**config.mk**
```make
export PLATFORM = sky130hd
export DESIGN_NAME = mips_run_ctrl_flat
export DESIGN_NICKNAME = d
export VERILOG_FILES = /design/src/rtl/mips_run_ctrl_if.sv /design/src/rtl/mips_run_ctrl.sv /design/src/flat_wrapper.sv
export SDC_FILE = /design/constraint.sdc
export NUM_CORES = 1
export LEC_CHECK = 0
export CORE_UTILIZATION = 27
export DETAILED_ROUTE_END_ITERATION = 7
export GPL_ROUTABILITY_DRIVEN = 0
export MAX_ROUTING_LAYER = met4
export SKIP_LAST_GASP = 1
export SYNTH_ARGS = -nofsm -noshare
export SYNTH_HDL_FRONTEND = slang
export SYNTH_SLANG_ARGS = --single-unit
```
**constraint.sdc**
```tcl
create_clock -name clk -period 2.9 [get_ports clk]
set_clock_uncertainty 0.2 [all_clocks]
set_input_delay 0.58 -clock clk [delete_from_list [all_inputs] [get_ports clk]]
set_output_delay 0.58 -clock clk [all_outputs]
set_load 0.01 [all_outputs]
```
**src/rtl/mips_run_ctrl_if.sv**
```systemverilog
// Harness/core-observation bundle for the Lite MIPS run sequencer.
// master = harness side driving the controls, slave = the sequencer.
interface mips_run_ctrl_if #(
   parameter int CNT_W = 16
) ();
   logic             start;
   logic             abort;
   logic [CNT_W-1:0] max_cycles;
   logic [29:0]      pc_current;
   logic [31:0]      opcode;
   logic             core_rst_n;
   logic             core_run;
   logic             busy;
   logic             done;
   logic [2:0]       halt_cause;
   logic [CNT_W-1:0] cycle_count;

   modport master (
      output start, abort, max_cycles, pc_current, opcode,
      input  core_rst_n, core_run, busy, done, halt_cause, cycle_count
   );

   modport slave (
      input  start, abort, max_cycles, pc_current, opcode,
      output core_rst_n, core_run, busy, done, halt_cause, cycle_count
   );
endinterface

```
**src/rtl/mips_run_ctrl.sv**
```systemverilog
// Run sequencer for the Lite MIPS core: primes the core under reset, runs it,
// and stops it on halt opcode, branch-to-self, cycle budget or abort.
//
// state | meaning
// IDLE  | after reset; core held in reset, not clocked
// PRIME | core clocked while held in reset for RST_CYCLES clocks
// RUN   | core executing; stop conditions checked every cycle
// DONE  | core frozen (out of reset, not clocked) for readout
module mips_run_ctrl #(
   parameter int          CNT_W       = 16,
   parameter int          RST_CYCLES  = 2,
   parameter logic [31:0] HALT_OPCODE = 32'h0000_000C
) (
   input logic            clk,
   input logic            rst,
   mips_run_ctrl_if.slave bus
);

   localparam int PRIME_W = (RST_CYCLES > 1) ? $clog2(RST_CYCLES) : 1;
   localparam logic [PRIME_W-1:0] PRIME_LOAD = PRIME_W'(RST_CYCLES - 1);

   localparam logic [2:0] CAUSE_NONE   = 3'd0;
   localparam logic [2:0] CAUSE_HALT   = 3'd1;
   localparam logic [2:0] CAUSE_LOOP   = 3'd2;
   localparam logic [2:0] CAUSE_BUDGET = 3'd3;
   localparam logic [2:0] CAUSE_ABORT  = 3'd4;

   typedef enum logic [1:0] {
      ST_IDLE  = 2'd0,
      ST_PRIME = 2'd1,
      ST_RUN   = 2'd2,
      ST_DONE  = 2'd3
   } state_t;

   state_t           state, state_nxt;
   logic [PRIME_W-1:0] prime_cnt, prime_cnt_nxt;
   logic [CNT_W-1:0] budget, budget_nxt;
   logic [CNT_W-1:0] cycle_count, cycle_count_nxt;
   logic [2:0]       halt_cause, halt_cause_nxt;
   logic [29:0]      pc_prev, pc_prev_nxt;
   logic             pc_prev_vld, pc_prev_vld_nxt;
   logic [CNT_W:0]   cnt_inc;

   always_ff @(posedge clk or negedge rst) begin
      if (!rst) begin
         state       <= ST_IDLE;
         prime_cnt   <= '0;
         budget      <= '0;
         cycle_count <= '0;
         halt_cause  <= CAUSE_NONE;
         pc_prev     <= '0;
         pc_prev_vld <= 1'b0;
      end else begin
         state       <= state_nxt;
         prime_cnt   <= prime_cnt_nxt;
         budget      <= budget_nxt;
         cycle_count <= cycle_count_nxt;
         halt_cause  <= halt_cause_nxt;
         pc_prev     <= pc_prev_nxt;
         pc_prev_vld <= pc_prev_vld_nxt;
      end
   end

   // One extra bit so an all-ones count shows up as a carry, not a wrap to zero.
   assign cnt_inc = (CNT_W+1)'(cycle_count) + (CNT_W+1)'(1);

   always_comb begin
      state_nxt       = state;
      prime_cnt_nxt   = prime_cnt;
      budget_nxt      = budget;
      cycle_count_nxt = cycle_count;
      halt_cause_nxt  = halt_cause;
      pc_prev_nxt     = pc_prev;
      pc_prev_vld_nxt = pc_prev_vld;

      case (state)
         ST_IDLE, ST_DONE: begin
            if (bus.start) begin
               state_nxt       = ST_PRIME;
               prime_cnt_nxt   = PRIME_LOAD;
               budget_nxt      = bus.max_cycles;
               cycle_count_nxt = '0;
               halt_cause_nxt  = CAUSE_NONE;
               pc_prev_vld_nxt = 1'b0;
            end
         end
         ST_PRIME: begin
            if (bus.abort) begin
               state_nxt      = ST_DONE;
               halt_cause_nxt = CAUSE_ABORT;
            end else if (prime_cnt == '0) begin
               state_nxt = ST_RUN;
            end else begin
               prime_cnt_nxt = prime_cnt - PRIME_W'(1);
            end
         end
         ST_RUN: begin
            pc_prev_nxt     = bus.pc_current;
            pc_prev_vld_nxt = 1'b1;
            cycle_count_nxt = cnt_inc[CNT_W-1:0];
            if (bus.abort) begin
               state_nxt       = ST_DONE;
               halt_cause_nxt  = CAUSE_ABORT;
               cycle_count_nxt = cycle_count;
            end else if (bus.opcode == HALT_OPCODE) begin
               state_nxt      = ST_DONE;
               halt_cause_nxt = CAUSE_HALT;
            end else if (pc_prev_vld && (bus.pc_current == pc_prev)) begin
               state_nxt      = ST_DONE;
               halt_cause_nxt = CAUSE_LOOP;
            end else if ((budget != '0) && (cnt_inc == {1'b0, budget})) begin
               state_nxt      = ST_DONE;
               halt_cause_nxt = CAUSE_BUDGET;
            end else if ((budget == '0) && cnt_inc[CNT_W]) begin
               state_nxt       = ST_DONE;
               halt_cause_nxt  = CAUSE_BUDGET;
               cycle_count_nxt = cycle_count;
            end
         end
         default: state_nxt = ST_IDLE;
      endcase
   end

   always_comb begin
      bus.core_rst_n = 1'b0;
      bus.core_run   = 1'b0;
      bus.busy       = 1'b0;
      bus.done       = 1'b0;
      case (state)
         ST_PRIME: begin
            bus.core_run = 1'b1;
            bus.busy     = 1'b1;
         end
         ST_RUN: begin
            bus.core_rst_n = 1'b1;
            bus.core_run   = 1'b1;
            bus.busy       = 1'b1;
         end
         ST_DONE: begin
            bus.core_rst_n = 1'b1;
            bus.done       = 1'b1;
         end
         default: ;
      endcase
   end

   assign bus.halt_cause  = halt_cause;
   assign bus.cycle_count = cycle_count;

endmodule

```
**src/flat_wrapper.sv**
```systemverilog
// flat-port wrapper written by rule: the top's interface ports become plain ports
module mips_run_ctrl_flat 
#(
   parameter int          CNT_W       = 16,
   parameter int          RST_CYCLES  = 2,
   parameter logic [31:0] HALT_OPCODE = 32'h0000_000C
)
  (clk, rst, bus_start, bus_abort, bus_max_cycles, bus_pc_current, bus_opcode, bus_core_rst_n, bus_core_run, bus_busy, bus_done, bus_halt_cause, bus_cycle_count);
  mips_run_ctrl_if #(.CNT_W(CNT_W)) bus_i ();
  input logic clk;
  input logic rst;
  input wire logic [$bits(bus_i.start)-1:0] bus_start;
  input wire logic [$bits(bus_i.abort)-1:0] bus_abort;
  input wire logic [$bits(bus_i.max_cycles)-1:0] bus_max_cycles;
  input wire logic [$bits(bus_i.pc_current)-1:0] bus_pc_current;
  input wire logic [$bits(bus_i.opcode)-1:0] bus_opcode;
  output wire logic [$bits(bus_i.core_rst_n)-1:0] bus_core_rst_n;
  output wire logic [$bits(bus_i.core_run)-1:0] bus_core_run;
  output wire logic [$bits(bus_i.busy)-1:0] bus_busy;
  output wire logic [$bits(bus_i.done)-1:0] bus_done;
  output wire logic [$bits(bus_i.halt_cause)-1:0] bus_halt_cause;
  output wire logic [$bits(bus_i.cycle_count)-1:0] bus_cycle_count;
  assign bus_i.start = bus_start;
  assign bus_i.abort = bus_abort;
  assign bus_i.max_cycles = bus_max_cycles;
  assign bus_i.pc_current = bus_pc_current;
  assign bus_i.opcode = bus_opcode;
  assign bus_core_rst_n = bus_i.core_rst_n;
  assign bus_core_run = bus_i.core_run;
  assign bus_busy = bus_i.busy;
  assign bus_done = bus_i.done;
  assign bus_halt_cause = bus_i.halt_cause;
  assign bus_cycle_count = bus_i.cycle_count;
  mips_run_ctrl #(.CNT_W(CNT_W), .RST_CYCLES(RST_CYCLES), .HALT_OPCODE(HALT_OPCODE)) u_core (.clk(clk), .rst(rst), .bus(bus_i));
endmodule
```
=== Word-level counts from Yosys, hierarchy flattened ===
Index checks and enable logic that the tools add are counted.

* Add/subtract/negate cells: 2
* Equality and inequality tests: 13
* Muxes and demuxes: 33
* Reduce and logical (&&, ||, !) cells: 17

{| class="wikitable"
|+ Operators with widths
! cell !! number
|-
| $mux W16 || 6
|-
| $eq A32 B4 Y1 const B || 1
|-
| $pmux W16 S2 || 1
|-
| $eq A30 B30 Y1 || 1
|-
| $mux W3 || 7
|-
| $add A16 B1 Y17 const B || 1
|-
| $eq A17 B16 Y1 || 1
|-
| $logic_not A16 Y1 || 1
|-
| $mux W2 || 8
|-
| $reduce_bool A16 Y1 || 1
|-
| $pmux W3 S3 || 1
|-
| $reduce_and A3 Y1 || 3
|-
| $ne A2 B2 Y1 const B || 4
|-
| $mux W1 || 7
|-
| $ne A6 B2 Y1 const B || 1
|-
| $pmux W2 S3 || 1
|-
| $reduce_or A2 Y1 || 3
|-
| $ne A5 B2 Y1 const B || 1
|-
| $eq A2 B2 Y1 const B || 2
|-
| $pmux W1 S2 || 2
|-
| $reduce_and A2 Y1 || 2
|-
| $reduce_and A4 Y1 || 1
|-
| $reduce_bool A2 Y1 || 2
|-
| $logic_and A1 B1 Y1 || 3
|-
| other kinds (4) || 4
|}

* Register bits after elaboration: 69
* Output and inout port bits: 23

=== Longest topological paths before layout ===
Gate-level depths: netlist (run 1).

* Word-level depth: 8
* Depth in mapped cells: 10
* Gate-level depth less buffers: 8

=== Worst setup path before layout (run 1) ===
No wires, ideal clock.

* Path kind: reg2reg
* Start: reg u_core.cycle_count[0], in the netlist u_core.bus.cycle_count[0]
* End: reg u_core.cycle_count[12], in the netlist u_core.bus.cycle_count[12]
* Library setup time: 124 ps
* Arrival time: 2,466 ps
* Path slack: 110 ps
* Stages on the path, launching flop included: 9
* Buffers on the path: 0
* Period minus slack after synthesis: 2,790 ps
* Cell sequence: dfrtp_1 ha_1 nand2_2 or4_4 or3_4 a211o_4 nand2_4 mux2i_1 nor3_2

* Longest elaborated chain between the ends: 8

{| class="wikitable"
|+ Ends and longest elaborated chain
! what !! RTL line !! RTL
|-
| start: declaration || mips_run_ctrl.sv:38 || <nowiki>logic [CNT_W-1:0] cycle_count, cycle_count_nxt;</nowiki>
|-
| start signal: assignment || mips_run_ctrl.sv:57 || <nowiki>cycle_count <= cycle_count_nxt;</nowiki>
|-
| $add A16 B1 Y17 * || mips_run_ctrl.sv:65 || <nowiki>assign cnt_inc = (CNT_W+1)'(cycle_count) + (CNT_W+1)'(1);</nowiki>
|-
| $eq A17 B16 Y1 || mips_run_ctrl.sv:111 || <nowiki>end else if ((budget != '0) && (cnt_inc == {1'b0, budget})) begin</nowiki>
|-
| $logic_and A1 B1 Y1 || mips_run_ctrl.sv:111 ||
|-
| $mux W16 || mips_run_ctrl.sv:111 ||
|-
| $mux W16 || mips_run_ctrl.sv:108 || <nowiki>end else if (pc_prev_vld && (bus.pc_current == pc_prev)) begin</nowiki>
|-
| $mux W16 || mips_run_ctrl.sv:105 || <nowiki>end else if (bus.opcode == HALT_OPCODE) begin</nowiki>
|-
| $mux W16 || mips_run_ctrl.sv:101 || <nowiki>if (bus.abort) begin</nowiki>
|-
| $pmux W16 S2 || mips_run_ctrl.sv:76 || <nowiki>case (state)</nowiki>
|}

Mark *: on every way between the ends. The rest lies on a longest branch, timed or not. The select of a mux whose other input is x is not followed.
A chain may end at the register's enable or synchronous reset.

=== Worst setup path in the final report (run 1) ===
* Start: reg u_core.cycle_count[9], in the netlist u_core.bus.cycle_count[9]
* End: reg u_core.cycle_count[6], in the netlist u_core.bus.cycle_count[6]

The elaborated chain is that of the path after synthesis.

==> run summary, run 1 <==
Routing
• 12,200 µm — post-detailed-routing wire length
• 0 — count of nets left with antenna violations after detail routing
• 0 — remaining design rule violation count
• 192 — Detailed Route Iter0 Violations
• 4.84 — via/cell ratio
• 15.9 µm — average detailed-routed wire length per instance
• 3,716 — vias after detailed routing
• 4 — router iterations before antenna repair

Global route
• 3,822 — number of global-route vias before repair
• 0 — GRT overflow
• 15.7% — gr usage total
• 41 — largest net degree at the start of global routing
• 0 — antenna violations before repair
• 19,700 µm — wire length of the first global-routing pass

Placement
• -41.0 ps — post-place setup slack
• 9650 µm — post-detail-place hpwl
• 0.00578 mm² — Cell Area, Placed
• 752 — number of instances in the placed design
• 104 — Port Buffer Count

Floorplan
• 0.0170 mm² — die footprint
• 46 — standard-cell rows
• 130 µm — die extent in x
• 105 — Top Ports
• 0.0159 mm² — CORE AREA
• 130 µm — vertical die dimension
• 27.9% — initial standard-cell utilization of the core

Clocking
• 2 — worst-case clock buffer depth
• 69 — # clock sinks
• built — clock tree from TritonCTS
• 9 — number of clock buffers inserted by TritonCTS
• 3 — htree depth
• 0 — Post-CTS Setup Bufs
• 340 ps — insertion delay of the later-clocked pin in the worst-skew pair
• clkbuf_16 — cell at the root of the clock tree
• 60 ps — Worst-path clk slew

Outcome
• finished clean — result of the run

Logic synthesis
• 1.13% — post-synthesis adder-cell area fraction
• 0 — warnings from Yosys
• 10.8% — synthesized-area fraction occupied by xor and xnor cells
• 0 — number of enable flip-flop cells after synthesis
• 13.9% — multiplexer share of the synthesized area
• 38.9% — sequential element share of the synthesized area
• 0.00444 mm² — summed instance area of the synthesized netlist
• simple AND/OR/NAND/NOR gates — dominant combinational cell family by area after synthesis
• 100% — share of flip-flops with an asynchronous set or reset
• 9.50% — complex-gate fraction of the synthesized area
• dfrtp_1 — most common cell in the netlist
• 64 — Netlist cell types
• 69 — flip-flop and latch count after synthesis
• 507 — number of nets produced by synthesis
• 10.5 µm² — average cell area after synthesis
• 38.9% — area share of the largest cell type after synthesis
• 421 — Syn Inst Count
• dfrtp_1 — top flip-flop cell by instance count after synthesis
• dfrtp_1 (69), xnor2_1 (51), mux2_2 (46) — list of most frequent post-synthesis cells
• dfrtp_1 (39%), mux2_2 (12%), xnor2_1 (10%) — top post-synthesis cells by area
• 19.5% — simple-gate share of the synthesized area
• dfrtp_1 — Synth area leader

Worst hold path
• in2async — worst min-delay path category

Critical path
• 8 — Max Fanout on Critical Path
• u_core.bus.cycle_count[6] — terminus of the critical flop-to-flop path
• 2800 ps — Crit path arrival time
• 120 ps — worst reg2reg setup slack
• register — endpoint type of the worst setup path
• reg2reg — class of the most critical setup path
• u_core.bus.cycle_count[9] — Reg-to-Reg Start
• register — Worst setup SP type
• 7 — Register-to-Register Path Depth
• 2920 ps — Critical Path RT

STA
• 96.0% — crit share post-route
• 116 ps — least setup slack across all paths after layout
• 68.5% — Rel. slew slack
• 359 MHz — maximum operating frequency
• true — unrepaired setup endpoints after global routing
• 0 — final setup violation count
• 0 — count of final hold-check violations
• 0 — number of pins exceeding their max-slew limit in the final report
• 472 ps — slew at the pin closest to its max-slew limit
• 88.7 ps — hold_ws
• 2780 ps — time the worst path needs with I/O delays and setup

Power and ir drop
• 2.33 nW — Leak Pwr
• 446 µV — worst-case vdd ir drop
• 849 mW/mm² — PD cells
• 5.17 mW — sum of internal, switching and leakage power

Finish
• 0.00609 mm² — final standard cell area without fillers
• 37.1% — Area growth, synth to finish
• 0 — antenna fix cells
• 768 — non-filler instance count after layout
• 22.6% — fraction of layout cells with a size suffix above 1
• 633 — layout net count

Job
• 0 — max-cap check violation count

-- kinds of logic after synthesis --
logic type / Yosys count
compound gates: 61
xor+xnor: 55
fa+ha+maj: 4
buf+inv: 34
flops: 69
mux: 56
simple gates: 142
-- worst max-delay path, cell delays in order, from the launching register on --
cell and delay [ps]:
dfrtp_1 480, nand4_2 210, or4_4 530, or3_4 380, a211o_4 370, nand2_4 160
mux2i_1 250, nor3_2 70
-- how the worst max path moves through the flow --
stage | startpoint | to | slack, ps
after floorplan | u_core.bus.cycle_count[0] | u_core.bus.cycle_count[12] | 110
after global placement | bus_pc_current[27] | u_core.bus.cycle_count[10] | -2
after detailed placement | bus_pc_current[10] | u_core.state[0] | -40
after CTS | u_core.bus.cycle_count[0] | u_core.bus.cycle_count[5] | 110
after global routing | u_core.bus.cycle_count[9] | u_core.bus.cycle_count[4] | -5
final | u_core.bus.cycle_count[9] | u_core.bus.cycle_count[6] | 120
-- area by class of cell --
cell class / instances / area (µm²)
inverter: 9 / 33.8
fill: 1588 / 9860
timing repair buffer: 140 / 1310
tap: 216 / 270
multi-input combinational: 318 / 2450
clock buffer: 13 / 260
sequential: 69 / 1730
clock inverter: 3 / 43.8
-- report_power, final --
| part | switching (mW) | total [mW] | internal (mW) |
|---|---|---|---|
| sequential | 0.305 | 1.66 | 1.36 |
| combinational | 1.10 | 2.38 | 1.27 |
| clock | 0.413 | 1.13 | 0.713 |
-- what timing repair did --
action	4_1_cts	5_1_grt
endpoints found under the setup margin	0	4
hold buffers	0	0
hold endpoints to repair	0	0
gates resized for setup	0	2
-- registers in the layout, indices dropped and copies added, names as in the netlist --
name and cells:
u_core.state 2, u_core.prime_cnt 1, u_core.pc_prev_vld 1, u_core.bus.halt_cause 3, u_core.pc_prev 30, u_core.budget 16
u_core.bus.cycle_count 16
-- per-layer routing --
layer | global-route usage [%] | vias up | wire length (µm)
li1 | - | 1806 | -
met1 | 19.0 | 1772 | 5480
met2 | 25.0 | 117 | 5730
met3 | 3.49 | 21 | 730
met4 | 7.05 | 0 | 271
met5 | - | - | 0
-- metrics by stage --
step	setup TNS (ps)	utilization (%)
3_3_place_gp	-1.76	36.2
6_report	0	38.2
3_5_place_dp	-128	36.2
4_1_cts	0	38.1
2_1_floorplan	0	-
5_1_grt	-5.07	38.2
-- cells in the final DEF (no fill, tap or decap), types with 3 or more instances in the layout --
| cell | n |
|---|---|
| nor3_1 | 4 |
| o211ai_1 | 8 |
| nand3b_1 | 3 |
| a21oi_1 | 19 |
| o21ai_0 | 9 |
| and3_1 | 4 |
| mux2_2 | 46 |
| nor4_1 | 22 |
| xnor2_1 | 51 |
| nor2_1 | 21 |
| nand2b_1 | 5 |
| a311oi_1 | 3 |
| dfrtp_1 | 69 |
| nand4_1 | 20 |
| inv_1 | 9 |
| clkdlybuf4s50_1 | 103 |
| nand2_1 | 18 |
| xor2_1 | 4 |
| nand3_1 | 8 |
| and2_1 | 5 |
| buf_4 | 36 |
| mux2i_1 | 10 |
| clkbuf_16 | 9 |
| nor3_2 | 8 |
(Power assumes the default switching activity.)
==> run 2, diff against run 1 <==
CORE_ASPECT_RATIO = 1.5   (was not set)
GPL_ROUTABILITY_DRIVEN = not set   (was 0)
==> run summary, run 2 (synthesized netlist as in run 1, its figures left out) <==
Finish
• 0 — antenna fix cells
• clkdlybuf4s50_1 — commonest non-fill, non-tap cell in the layout
• 30 — flip-flop count of the largest register, all copies and words added
• 24.7% — fraction of layout cells with a size suffix above 1
• u_core.pc_prev — Top reg by flops
• 648 — layout net count
• clkdlybuf4s50_1 (103), dfrtp_1 (69), xnor2_1 (51) — commonest cells after routing, fill and taps aside
• 40.4% — Area growth, synth to finish
• u_core.pc_prev x30, u_core.budget x16, u_core.bus.cycle_count x16 — biggest registers after layout
• 0.00623 mm² — final standard cell area without fillers
• 773 — non-filler instance count after layout

Clocking
• 2 — worst-case clock buffer depth
• 0 — CTS-repair resized insts
• 330 ps — insertion delay of the later-clocked pin in the worst-skew pair
• 69 — # clock sinks
• 60 ps — Worst-path clk slew
• 9 — number of clock buffers inserted by TritonCTS
• 3 — htree depth
• clkbuf_16 — cell at the root of the clock tree
• built — clock tree from TritonCTS
• 0 — Post-CTS Setup Bufs
• 0 — hold buffer count at cts

Routing
• 4 — router iterations before antenna repair
• 3,823 — vias after detailed routing
• 12,900 µm — post-detailed-routing wire length
• 128 — Detailed Route Iter0 Violations
• 4.95 — via/cell ratio
• 0 — count of nets left with antenna violations after detail routing
• 0 — remaining design rule violation count
• 16.7 µm — average detailed-routed wire length per instance

Job
• 0 — max-cap check violation count

STA
• 2820 ps — time the worst path needs with I/O delays and setup
• 542 ps — slew at the pin closest to its max-slew limit
• 0 ps — summed negative setup slack over all endpoints
• 0 — number of pins exceeding their max-slew limit in the final report
• 26.8 ps — hold_ws
• false — unrepaired setup endpoints after global routing
• 355 MHz — maximum operating frequency
• 84.5 ps — least setup slack across all paths after layout
• 97.1% — crit share post-route
• 0 — final setup violation count
• 0 — count of final hold-check violations
• 63.9% — Rel. slew slack

Critical path
• nand3_2 -> or4_4 -> or3_4 -> a211o_4 -> nand2_4 -> mux2i_1 -> nor3_2 — list of cells traversed by the critical path
• register — Worst setup SP type
• 2830 ps — Crit path arrival time
• 580 ps — slowest stage delay, CP
• register — endpoint type of the worst setup path
• or4_4 — Crit-path slowest cell
• 2920 ps — Critical Path RT
• reg2reg — class of the most critical setup path
• 8 — Max Fanout on Critical Path

Placement
• 104 — Port Buffer Count
• 0.00589 mm² — Cell Area, Placed
• 10,400 µm — post-detail-place hpwl
• 0.959 — routability congestion estimate
• -31.8 ps — post-place setup slack
• 757 — number of instances in the placed design

Power and ir drop
• 452 µV — worst-case vdd ir drop
• 864 mW/mm² — PD cells
• 2.42 nW — Leak Pwr

Floorplan
• 27.6% — initial standard-cell utilization of the core
• 0.0170 mm² — die footprint
• 105 — Top Ports
• 107 µm — die extent in x
• 0.0161 mm² — CORE AREA
• 159 µm — vertical die dimension
• 57 — standard-cell rows

Worst hold path
• in2async — worst min-delay path category

Global route
• 16.5% — gr usage total
• 21,200 µm — wire length of the first global-routing pass
• 28 — largest net degree at the start of global routing
• 0 — GRT overflow
• 4,224 — number of global-route vias before repair
• 0 — antenna violations before repair

Outcome
• finished clean — result of the run

## run 2: final cells by class
| class | instances | area [µm²] |
|---|---|---|
| clock buffers | 10 | 229 |
| clock inverters | 6 | 111 |
| fillers | 1652 | 9880 |
| inverters | 9 | 33.8 |
| multi-input cells | 318 | 2440 |
| flip-flops and latches | 69 | 1730 |
| well taps | 206 | 258 |
| repair buffers | 155 | 1430 |
## run 2: worst paths after layout
kind	start	end	slack, ps	cells after the start
min in group clk	u_core.pc_prev[2]	u_core.pc_prev[2]	320	1
max in group asynchronous	rst	u_core.pc_prev[9]	1710	2
worst max register to register	u_core.bus.cycle_count[5]	u_core.bus.cycle_count[2]	80	7
worst max-delay path	u_core.bus.cycle_count[5]	u_core.bus.cycle_count[2]	80	7
worst min register to register	u_core.pc_prev[2]	u_core.pc_prev[2]	320	1
worst min-delay path	rst	u_core.bus.cycle_count[8]	30	1
## run 2: worst max-delay path, delay by kind of cell, from the launching register on
family          cells  cell delay [ps]
compound gates      1              370
flops               1              490
mux                 1              260
simple gates        5             1390
## run 2: power by group
| part | leakage [nW] | total (mW) | internal, mW | switching [mW] |
|---|---|---|---|---|
| combinational | 1.41 | 2.43 | 1.30 | 1.13 |
| clock | 0.163 | 1.27 | 0.840 | 0.431 |
| sequential | 0.847 | 1.68 | 1.36 | 0.318 |
## run 2: stage by stage
| stage | utilization, % | total power [mW] |
|---|---|---|
| CTS | 38.6 | 5.45 |
| floorplan | - | 3.29 |
| global route | 38.7 | 5.73 |
| detailed placement | 36.5 | 4.14 |
| global placement | 36.5 | 4.08 |
| finish | 38.7 | 5.38 |
## run 2: routing by layer
metal	vias up	global-route usage (%)	routed length (µm)
li1	1827	-	-
met1	1862	16.5	4670
met2	93	30.0	7210
met3	41	2.62	432
met4	0	8.78	582
met5	-	-	0
==> run 3, diff against run 2 <==
clock period = 3.31 ns   (was 2.9 ns; I/O delays follow)
==> run summary, run 3 (synthesized netlist as in run 1, its figures left out) <==
Outcome
• finished clean — result of the run

Global route
• 20,200 µm — wire length of the first global-routing pass
• 0 — GRT overflow
• 38 — largest net degree at the start of global routing
• 15.8% — gr usage total
• 0 — antenna violations before repair
• 3,978 — number of global-route vias before repair

STA
• 0 — final setup violation count
• 0 — number of pins exceeding their max-slew limit in the final report
• 607 ps — slew at the pin closest to its max-slew limit
• 91.2% — crit share post-route
• 0 ps — summed negative setup slack over all endpoints
• 0 — count of final hold-check violations
• 3020 ps — time the worst path needs with I/O delays and setup
• 293 ps — least setup slack across all paths after layout
• 59.4% — Rel. slew slack
• 331 MHz — maximum operating frequency
• false — unrepaired setup endpoints after global routing

Job
• 0 — max-cap check violation count

Placement
• 104 — Port Buffer Count
• 233 ps — post-place setup slack
• 0.871 — routability congestion estimate
• 9820 µm — post-detail-place hpwl
• 0.00563 mm² — Cell Area, Placed

Power and ir drop
• 2.80 mW — cell-internal power
• 36.7% — switching power share of the total
• 34.1% — fraction of power consumed by sequential logic
• 336 µV — worst-case vdd ir drop
• 1.62 mW — Sw Pwr
• 2.22 nW — Leak Pwr
• 20.7% — clock network fraction of design power
• 45.2% — proportion of power drawn by combinational gates
• 747 mW/mm² — PD cells

Floorplan
• 57 — standard-cell rows
• 0.0170 mm² — die footprint
• 105 — Top Ports
• 27.6% — initial standard-cell utilization of the core
• 0.0161 mm² — CORE AREA
• 107 µm — die extent in x
• 159 µm — vertical die dimension

Finish
• 614 — layout net count
• 20.1% — fraction of layout cells with a size suffix above 1
• u_core.pc_prev — Top reg by flops
• 0 — antenna fix cells
• 33.4% — Area growth, synth to finish
• 30 — flip-flop count of the largest register, all copies and words added
• clkdlybuf4s50_1 — commonest non-fill, non-tap cell in the layout
• u_core.pc_prev x30, u_core.budget x16, u_core.bus.cycle_count x16 — biggest registers after layout
• clkdlybuf4s50_1 (103), dfrtp_1 (69), xnor2_1 (51) — commonest cells after routing, fill and taps aside
• 0.00592 mm² — final standard cell area without fillers

Clocking
• 330 ps — insertion delay of the later-clocked pin in the worst-skew pair
• 3 — htree depth
• 0 — Post-CTS Setup Bufs
• 9 — number of clock buffers inserted by TritonCTS
• 2 — worst-case clock buffer depth
• clkbuf_16 — cell at the root of the clock tree
• 60 ps — Worst-path clk slew
• 0 — hold buffer count at cts
• 69 — # clock sinks
• built — clock tree from TritonCTS
• 0 — CTS-repair resized insts

Routing
• 6630 µm — met2 WL post-DR
• 124 — Detailed Route Iter0 Violations
• 12,200 µm — post-detailed-routing wire length
• 4.98 — via/cell ratio
• 416 µm — routed length on met3
• 4 — router iterations before antenna repair
• 4700 µm — metal1 wirelength
• 3,677 — vias after detailed routing
• 16.6 µm — average detailed-routed wire length per instance
• 0 — remaining design rule violation count
• 0 — count of nets left with antenna violations after detail routing
• met4 — DR top layer

Critical path
• 3330 ps — Critical Path RT
• reg2reg — class of the most critical setup path
• u_core.bus.cycle_count[0] — Reg-to-Reg Start
• 3040 ps — Crit path arrival time
• 290 ps — worst reg2reg setup slack
• register — Worst setup SP type
• 8 — Register-to-Register Path Depth
• u_core.bus.cycle_count[4] — terminus of the critical flop-to-flop path
• register — endpoint type of the worst setup path
• 9 — Max Fanout on Critical Path

Worst hold path
• in2async — worst min-delay path category

run 3: changes by cell type in the layout (fill, tap and decap cells not counted):
cell,change
clkbuf_1,-1
inv_6,+2
clkinvlp_4,+2
clkinv_4,-1
clkbuf_8,+1
buf_4,-34
bufinv_16,-3
run 3: worst max-delay path, stage by stage, from the launching register on:
cell,delay [ps]
dfrtp_1,480
ha_1,280
nand2_2,160
or4_4,560
or3_4,370
a211o_4,370
nand2_4,160
mux2i_1,250
nor3_2,70
run 3: metrics by stage:
step	hold slack, ps	cells	total power, mW	util, %
floorplan	166	421	2.88	-
global placement	311	723	3.48	34.9
detailed placement	318	723	3.54	34.9
CTS	50.8	739	4.49	36.7
global route	81.3	739	4.75	36.7
finish	42.2	739	4.42	36.7
run 3: power by group through the flow:
stage               clock network (mW)  logic (mW)  registers, mW
floorplan                            0        1.45           1.43
global placement                     0        1.98           1.50
detailed placement                   0        2.02           1.53
CTS                              0.945        2.03           1.51
global route                     0.987        2.21           1.55
finish                           0.915        2.00           1.51
run 3: final cells by class:
class                           count  area (µm²)
Fill cell                        1660       10200
Multi-Input combinational cell    318        2440
Sequential cell                    69        1730
Timing Repair Buffer              121        1180
Tap cell                          206         258
Clock buffer                       10         239
Clock inverter                      6        45.0
Inverter                            9        33.8
run 3: routing by layer:
metal,up-vias,global-route usage (%)
li1,1762,-
met1,1800,16.7
met2,82,27.8
met3,33,2.66
met4,0,7.72
met5,-,-
run 3: worst max-delay path by stage:
| stage | slack, ps | from | end |
|---|---|---|---|
| final | 290 | u_core.bus.cycle_count[0] | u_core.bus.cycle_count[4] |
| after global routing | 110 | u_core.bus.cycle_count[0] | u_core.bus.halt_cause[2] |
| after CTS | 210 | u_core.bus.cycle_count[0] | u_core.bus.halt_cause[2] |
| after detailed placement | 230 | u_core.bus.cycle_count[0] | u_core.bus.halt_cause[2] |
| after global placement | 360 | bus_pc_current[8] | u_core.bus.cycle_count[10] |
| after floorplan | 520 | u_core.bus.cycle_count[0] | u_core.bus.cycle_count[12] |
